`src/rtl/vec_issue_ctrl.sv`:
```
// Vector instruction issue controller: accepts one instruction, classifies it,
// drives decode selects, dispatches to CSR/execute/LSU and writes back vl.
module vec_issue_ctrl #(
  parameter int unsigned XLEN = 32
) (
  input  logic            clk,
  input  logic            reset,
  input  logic            inst_valid,
  output logic            inst_ready,
  input  logic [XLEN-1:0] vec_inst,
  input  logic [XLEN-1:0] rs1_data,
  input  logic [XLEN-1:0] rs2_data,
  output logic [XLEN-1:0] inst_q,
  output logic [XLEN-1:0] rs1_q,
  output logic [XLEN-1:0] rs2_q,
  output logic            vl_sel,
  output logic            vtype_sel,
  output logic            lumop_sel,
  output logic            csr_wr_en,
  input  logic [XLEN-1:0] csr_vl,
  output logic            exe_start,
  input  logic            exe_done,
  output logic            lsu_start,
  input  logic            lsu_done,
  output logic            rd_wr_en,
  output logic [4:0]      rd_addr,
  output logic [XLEN-1:0] rd_data,
  output logic            inst_illegal,
  output logic            vec_busy
);

  localparam logic [6:0] OP_VEC   = 7'h57;
  localparam logic [6:0] OP_LOAD  = 7'h07;
  localparam logic [6:0] OP_STORE = 7'h27;
  localparam logic [2:0] F3_CONF  = 3'b111;

  typedef enum logic [2:0] {IDLE, DISPATCH, CONF_WB, EXE_WAIT, MEM_WAIT} state_t;
  typedef enum logic [1:0] {CLS_ILL, CLS_CONF, CLS_ARITH, CLS_MEM} cls_t;

  state_t state, state_d;
  cls_t   cls_q, in_cls;
  logic   in_vl_sel, in_vtype_sel, in_lumop_sel;
  logic   accept;

  logic   inst_ready_d, vec_busy_d;
  logic   csr_wr_en_d, exe_start_d, lsu_start_d, inst_illegal_d, rd_wr_en_d;
  logic   vl_sel_d, vtype_sel_d, lumop_sel_d;

  // Classify the incoming instruction so selects and strobes are ready at DISPATCH.
  always_comb begin
    in_cls       = CLS_ILL;
    in_vl_sel    = 1'b0;
    in_vtype_sel = 1'b0;
    in_lumop_sel = 1'b0;
    if (vec_inst[6:0] == OP_VEC) begin
      if (vec_inst[14:12] == F3_CONF) begin
        in_cls = CLS_CONF;
        if (!vec_inst[31]) begin
          in_vtype_sel = 1'b1;
        end else if (vec_inst[30]) begin
          in_vl_sel    = 1'b1;
          in_vtype_sel = 1'b1;
        end
      end else begin
        in_cls = CLS_ARITH;
      end
    end else if (vec_inst[6:0] == OP_LOAD || vec_inst[6:0] == OP_STORE) begin
      in_cls       = CLS_MEM;
      in_lumop_sel = (vec_inst[27:26] == 2'b00);
    end
  end

  always_comb begin
    state_d        = state;
    accept         = 1'b0;
    rd_wr_en_d     = 1'b0;
    case (state)
      IDLE: begin
        if (inst_valid) begin
          accept  = 1'b1;
          state_d = DISPATCH;
        end
      end
      DISPATCH: begin
        case (cls_q)
          CLS_CONF: begin
            state_d    = CONF_WB;
            rd_wr_en_d = (inst_q[11:7] != 5'd0);
          end
          CLS_ARITH: state_d = EXE_WAIT;
          CLS_MEM:   state_d = MEM_WAIT;
          default:   state_d = IDLE;
        endcase
      end
      CONF_WB:  state_d = IDLE;
      EXE_WAIT: if (exe_done) state_d = IDLE;
      MEM_WAIT: if (lsu_done) state_d = IDLE;
      default:  state_d = IDLE;
    endcase

    inst_ready_d   = (state_d == IDLE);
    vec_busy_d     = (state_d != IDLE);
    csr_wr_en_d    = accept && (in_cls == CLS_CONF);
    exe_start_d    = accept && (in_cls == CLS_ARITH);
    lsu_start_d    = accept && (in_cls == CLS_MEM);
    inst_illegal_d = accept && (in_cls == CLS_ILL);

    // Selects load on accept, hold through the operation, clear on return to IDLE.
    vl_sel_d    = vl_sel;
    vtype_sel_d = vtype_sel;
    lumop_sel_d = lumop_sel;
    if (accept) begin
      vl_sel_d    = in_vl_sel;
      vtype_sel_d = in_vtype_sel;
      lumop_sel_d = in_lumop_sel;
    end else if (state_d == IDLE) begin
      vl_sel_d    = 1'b0;
      vtype_sel_d = 1'b0;
      lumop_sel_d = 1'b0;
    end
  end

  always_ff @(posedge clk) begin
    if (reset) begin
      state        <= IDLE;
      cls_q        <= CLS_ILL;
      inst_q       <= '0;
      rs1_q        <= '0;
      rs2_q        <= '0;
      inst_ready   <= 1'b1;
      vec_busy     <= 1'b0;
      csr_wr_en    <= 1'b0;
      exe_start    <= 1'b0;
      lsu_start    <= 1'b0;
      inst_illegal <= 1'b0;
      rd_wr_en     <= 1'b0;
      vl_sel       <= 1'b0;
      vtype_sel    <= 1'b0;
      lumop_sel    <= 1'b0;
    end else begin
      state        <= state_d;
      if (accept) begin
        cls_q  <= in_cls;
        inst_q <= vec_inst;
        rs1_q  <= rs1_data;
        rs2_q  <= rs2_data;
      end
      inst_ready   <= inst_ready_d;
      vec_busy     <= vec_busy_d;
      csr_wr_en    <= csr_wr_en_d;
      exe_start    <= exe_start_d;
      lsu_start    <= lsu_start_d;
      inst_illegal <= inst_illegal_d;
      rd_wr_en     <= rd_wr_en_d;
      vl_sel       <= vl_sel_d;
      vtype_sel    <= vtype_sel_d;
      lumop_sel    <= lumop_sel_d;
    end
  end

  assign rd_addr = inst_q[11:7];
  // New vl passes straight from the CSR unit during write-back.
  assign rd_data = (state == CONF_WB) ? csr_vl : '0;

endmodule

```
`config.mk`:
```
export PLATFORM = sky130hd
export DESIGN_NAME = vec_issue_ctrl
export DESIGN_NICKNAME = d
export VERILOG_FILES = /design/src/rtl/vec_issue_ctrl.sv
export SDC_FILE = /design/constraint.sdc
export NUM_CORES = 1
export LEC_CHECK = 0
export ABC_AREA = 1
export CAP_MARGIN = 20
export CELL_PAD_IN_SITES_DETAIL_PLACEMENT = 2
export CELL_PAD_IN_SITES_GLOBAL_PLACEMENT = 2
export CORE_AREA = 2 2 121 123
export CTS_BUF_LIST = sky130_fd_sc_hd__clkbuf_16
export DETAILED_ROUTE_END_ITERATION = 12
export DIE_AREA = 0 0 123 125
export DONT_BUFFER_PORTS = 1
export PLACE_DENSITY = 0.86
export SYNTH_ARGS = -nofsm -noshare
export SYNTH_HDL_FRONTEND = slang
export SYNTH_SLANG_ARGS = --single-unit
```
`constraint.sdc`:
```
create_clock -name clk -period 1.5 [get_ports clk]
set_input_delay 0.075 -clock clk [delete_from_list [all_inputs] [get_ports clk]]
set_output_delay 0.075 -clock clk [all_outputs]
set_load 0.01 [all_outputs]
```
==> results.py <==
metrics = {
    "routing": {
        "post-route-drc-count": 0,
        "initial_drt_pass_iterations": 4,
        "detailedRoute.firstIterationViolations": 189,
        "wl_per_cell_microns": 22.4,
        "detailed_route_vias_per_instance": 5.04,
        "vias": 4447,
        "postRouteAntennaNets": 0,
        "finalWirelength_microns": 19800,
    },
    "clock_network": {
        "cts_tree": "built",
        "clock_latency_ns": 0.35,
        "ctsLongestPathBuffers": 2,
        "cts.clk_slew.worst_paths_ns": 0.08,
        "cts_buffers": 9,
        "htreeDepth": 3,
        "cts_num_sinks": 111,
        "cts_root_buffer": "clkbuf_16",
    },
    "power": {
        "power-per-cell-area_mw_per_mm2": 1080,
        "static-leakage-power_nw": 2.66,
        "irDropWorstVdd_mv": 0.481,
        "p_total_mw": 6.68,
    },
    "floorplan": {
        "core_area_sq_mm": 0.0142,
        "dieHeight_microns": 125,
        "start_util": 0.300,
        "floorplan.io_pins": 276,
        "floorplan.rows": 44,
        "die_width_microns": 123,
        "fp.dieArea_sq_mm": 0.0154,
    },
    "critical_path": {
        "buffering_stage_count_on_the_worst_path_with_inverters_included": 1,
        "worst-endpoint-arrival_ns": 1.78,
        "crit_path_cell_trace": "nor2_2 -> nand3_4 -> buf_4 -> o21ai_0 -> nor2_1",
        "cp_max_fo": 35,
        "critical_path.top_delay_family": "simple AND/OR/NAND/NOR gates",
        "critPathRequiredTime_ns": 1.74,
        "critPathSlowestCell": "dfxtp_2",
        "setup.worst_path.class": "register to register",
        "worstSetupStartpointType": "register",
        "cpPeakStageDelay_ns": 0.37,
        "timing.critical_path.to_type": "register",
    },
    "final_layout": {
        "finalNonFillerCells": 882,
        "final_layout_size_suffix_gt1_frac": 0.158,
        "fin_nets": 828,
        "commonest_cells_after_routing_fill_and_taps_aside": "nor2_1 (204), dfxtp_1 (107), dlygate4sd3_1 (99)",
        "layout-area-overhead-vs-synth_pct": 45.2,
        "finalCoreUtilization": 0.435,
        "most_common_cell_after_layout_fill_and_taps_aside": "nor2_1",
    },
    "synth": {
        "netlist_instances": 573,
        "synth.ff_latch_count": 111,
        "postSynthAreaPerCell_sq_um": 7.43,
        "mappedNetlistArea_sq_mm": 0.00426,
        "number_of_warning_messages_in_the_yosys_log": 0,
        "synth-seq-area-share": 0.522,
        "post_synth_num_cell_types": 21,
        "postSynthNetCount": 709,
    },
    "grt": {
        "track_usage": 0.243,
        "vias_in_the_first_global_route": 5000,
        "grt_max_degree": 51,
        "grt_pass1_wl_microns": 28200,
        "grt_remaining_overflow": 0,
        "antenna_violations_before_repair": 2,
    },
    "flow_run": {
        "cap_viol_max_count": 0,
    },
    "placement": {
        "place_congestion": 0.737,
        "worst_slack_after_detailed_placement_ns": 0.000978,
        "place.detailed.instances": 759,
        "portBuffers": 0,
        "dp.final_hpwl_microns": 11300,
    },
    "timing": {
        "skew_ns": 0.0137,
        "worst_slew_pin_slew_ns": 0.471,
        "period_minus_slack_ns": 1.54,
        "whs_ns": 0.0658,
        "setup_viol_count_final": 5,
        "grt_setup_unrepaired": "true",
        "maximum_operating_frequency_mhz": 648,
        "slew_headroom": 0.686,
        "timing.final.ws_setup_ns": -0.0428,
        "final_period_utilization": 1.03,
        "final-max-slew-violation-count": 0,
        "hold_viol_final": 0,
    },
    "hold_path": {
        "timing.hold.worst.class": "input pin to register",
    },
    "run_status": {
        "failing_checks": "setup timing",
        "status": "complete, but fails checks",
    },
}
repair_timing:
item | 4_1_cts | 5_1_grt
buffers inserted | 2 | 3
gates resized for setup | 16 | 55
pin swaps | 1 | 5
hold buffers | 99 | 0
setup endpoints to repair | 38 | 34
hold endpoints to repair | 105 | 0
gates cloned | 1 | 1
power breakdown:
part	switching, mW	internal, mW
Sequential	0.305	3.16
Clock	1.21	1.15
Combinational	0.492	0.364
metal layers:
metal / vias up / part of all wire / GRT usage
met3: 50 / 0.072 / 0.0671
met2: 221 / 0.56 / 0.491
met4: 0 / 0.043 / 0.111
li1: 2026 / - / -
met5: - / 0 / 0
met1: 2150 / 0.32 / 0.214
stage by stage:
stage | cell area [sq um] | setup TNS [ns]
final | 6180 | -0.0942
after CTS | 5960 | 0
after detailed placement | 4600 | 0
after global placement | 4600 | 0
after floorplan | 4260 | 0
after global routing | 6180 | -1.37
worst reg2reg max path, stage by stage, from the launching register on:
cell and delay [ns]:
dfxtp_2 0.37, nor2_2 0.21, nand3_4 0.15, buf_4 0.28, o21ai_0 0.32, nor2_1 0.09
Yosys cell counts:
| cell | count | area (sq um) |
|---|---|---|
| a211oi_1 | 1 | 7.51 |
| a21oi_1 | 11 | 55.1 |
| buf_1 | 1 | 3.75 |
| buf_2 | 4 | 20.0 |
| buf_4 | 7 | 52.6 |
| buf_6 | 8 | 90.1 |
| clkbuf_1 | 19 | 71.3 |
| clkbuf_2 | 1 | 5.00 |
| dfxtp_1 | 111 | 2220 |
| ha_1 | 3 | 37.5 |
| inv_1 | 45 | 169 |
| inv_2 | 2 | 7.51 |
| nand2_1 | 13 | 48.8 |
| nand3_1 | 11 | 55.1 |
| nand3_4 | 1 | 17.5 |
| nand4_1 | 4 | 25.0 |
| nor2_1 | 231 | 867 |
| nor2_2 | 1 | 6.26 |
| nor3_1 | 1 | 5.00 |
| o21ai_0 | 88 | 440 |
| o21ai_1 | 10 | 50.1 |
worst paths after layout:
kind,cells past startpoint,start,slack (ns),endpoint
max,5,state[0],-0.04,rs1_q[6]
min,4,vec_inst[6],0.07,exe_start
max reg2reg,5,state[0],-0.04,rs1_q[6]
min reg2reg,2,rs2_q[16],0.54,rs2_q[16]
registers in the layout (all words and copies together) (netlist names):
register      flops
rd_wr_en          1
cls_q             2
inst_q           32
vtype_sel         1
exe_start         1
csr_wr_en         1
inst_illegal      1
vl_sel            1
lsu_start         1
inst_ready        1
rs2_q            32
rs1_q            32
vec_busy          1
lumop_sel         1
state             3
cells by family (layout without fill, tap and decap cells):
family	Yosys count	after routing	synth area share
other cells	0	2	0
buf+inv	87	210	0.0985
compound gates	110	110	0.130
simple gates	262	262	0.241
fa+ha+maj	3	3	0.00882
flops	111	111	0.522
layout make-up:
class                      instances  area [sq um]
clock buffer                       9           225
timing repair buffer             148          1470
multi-input combinational        375          1780
sequential                       111          2230
clock inverter                     6          52.6
inverter                          47           181
tap                              184           230
fill                            1554          8030
antenna                            2          5.00
No activity file was read; power rests on OpenSTA's default activity.
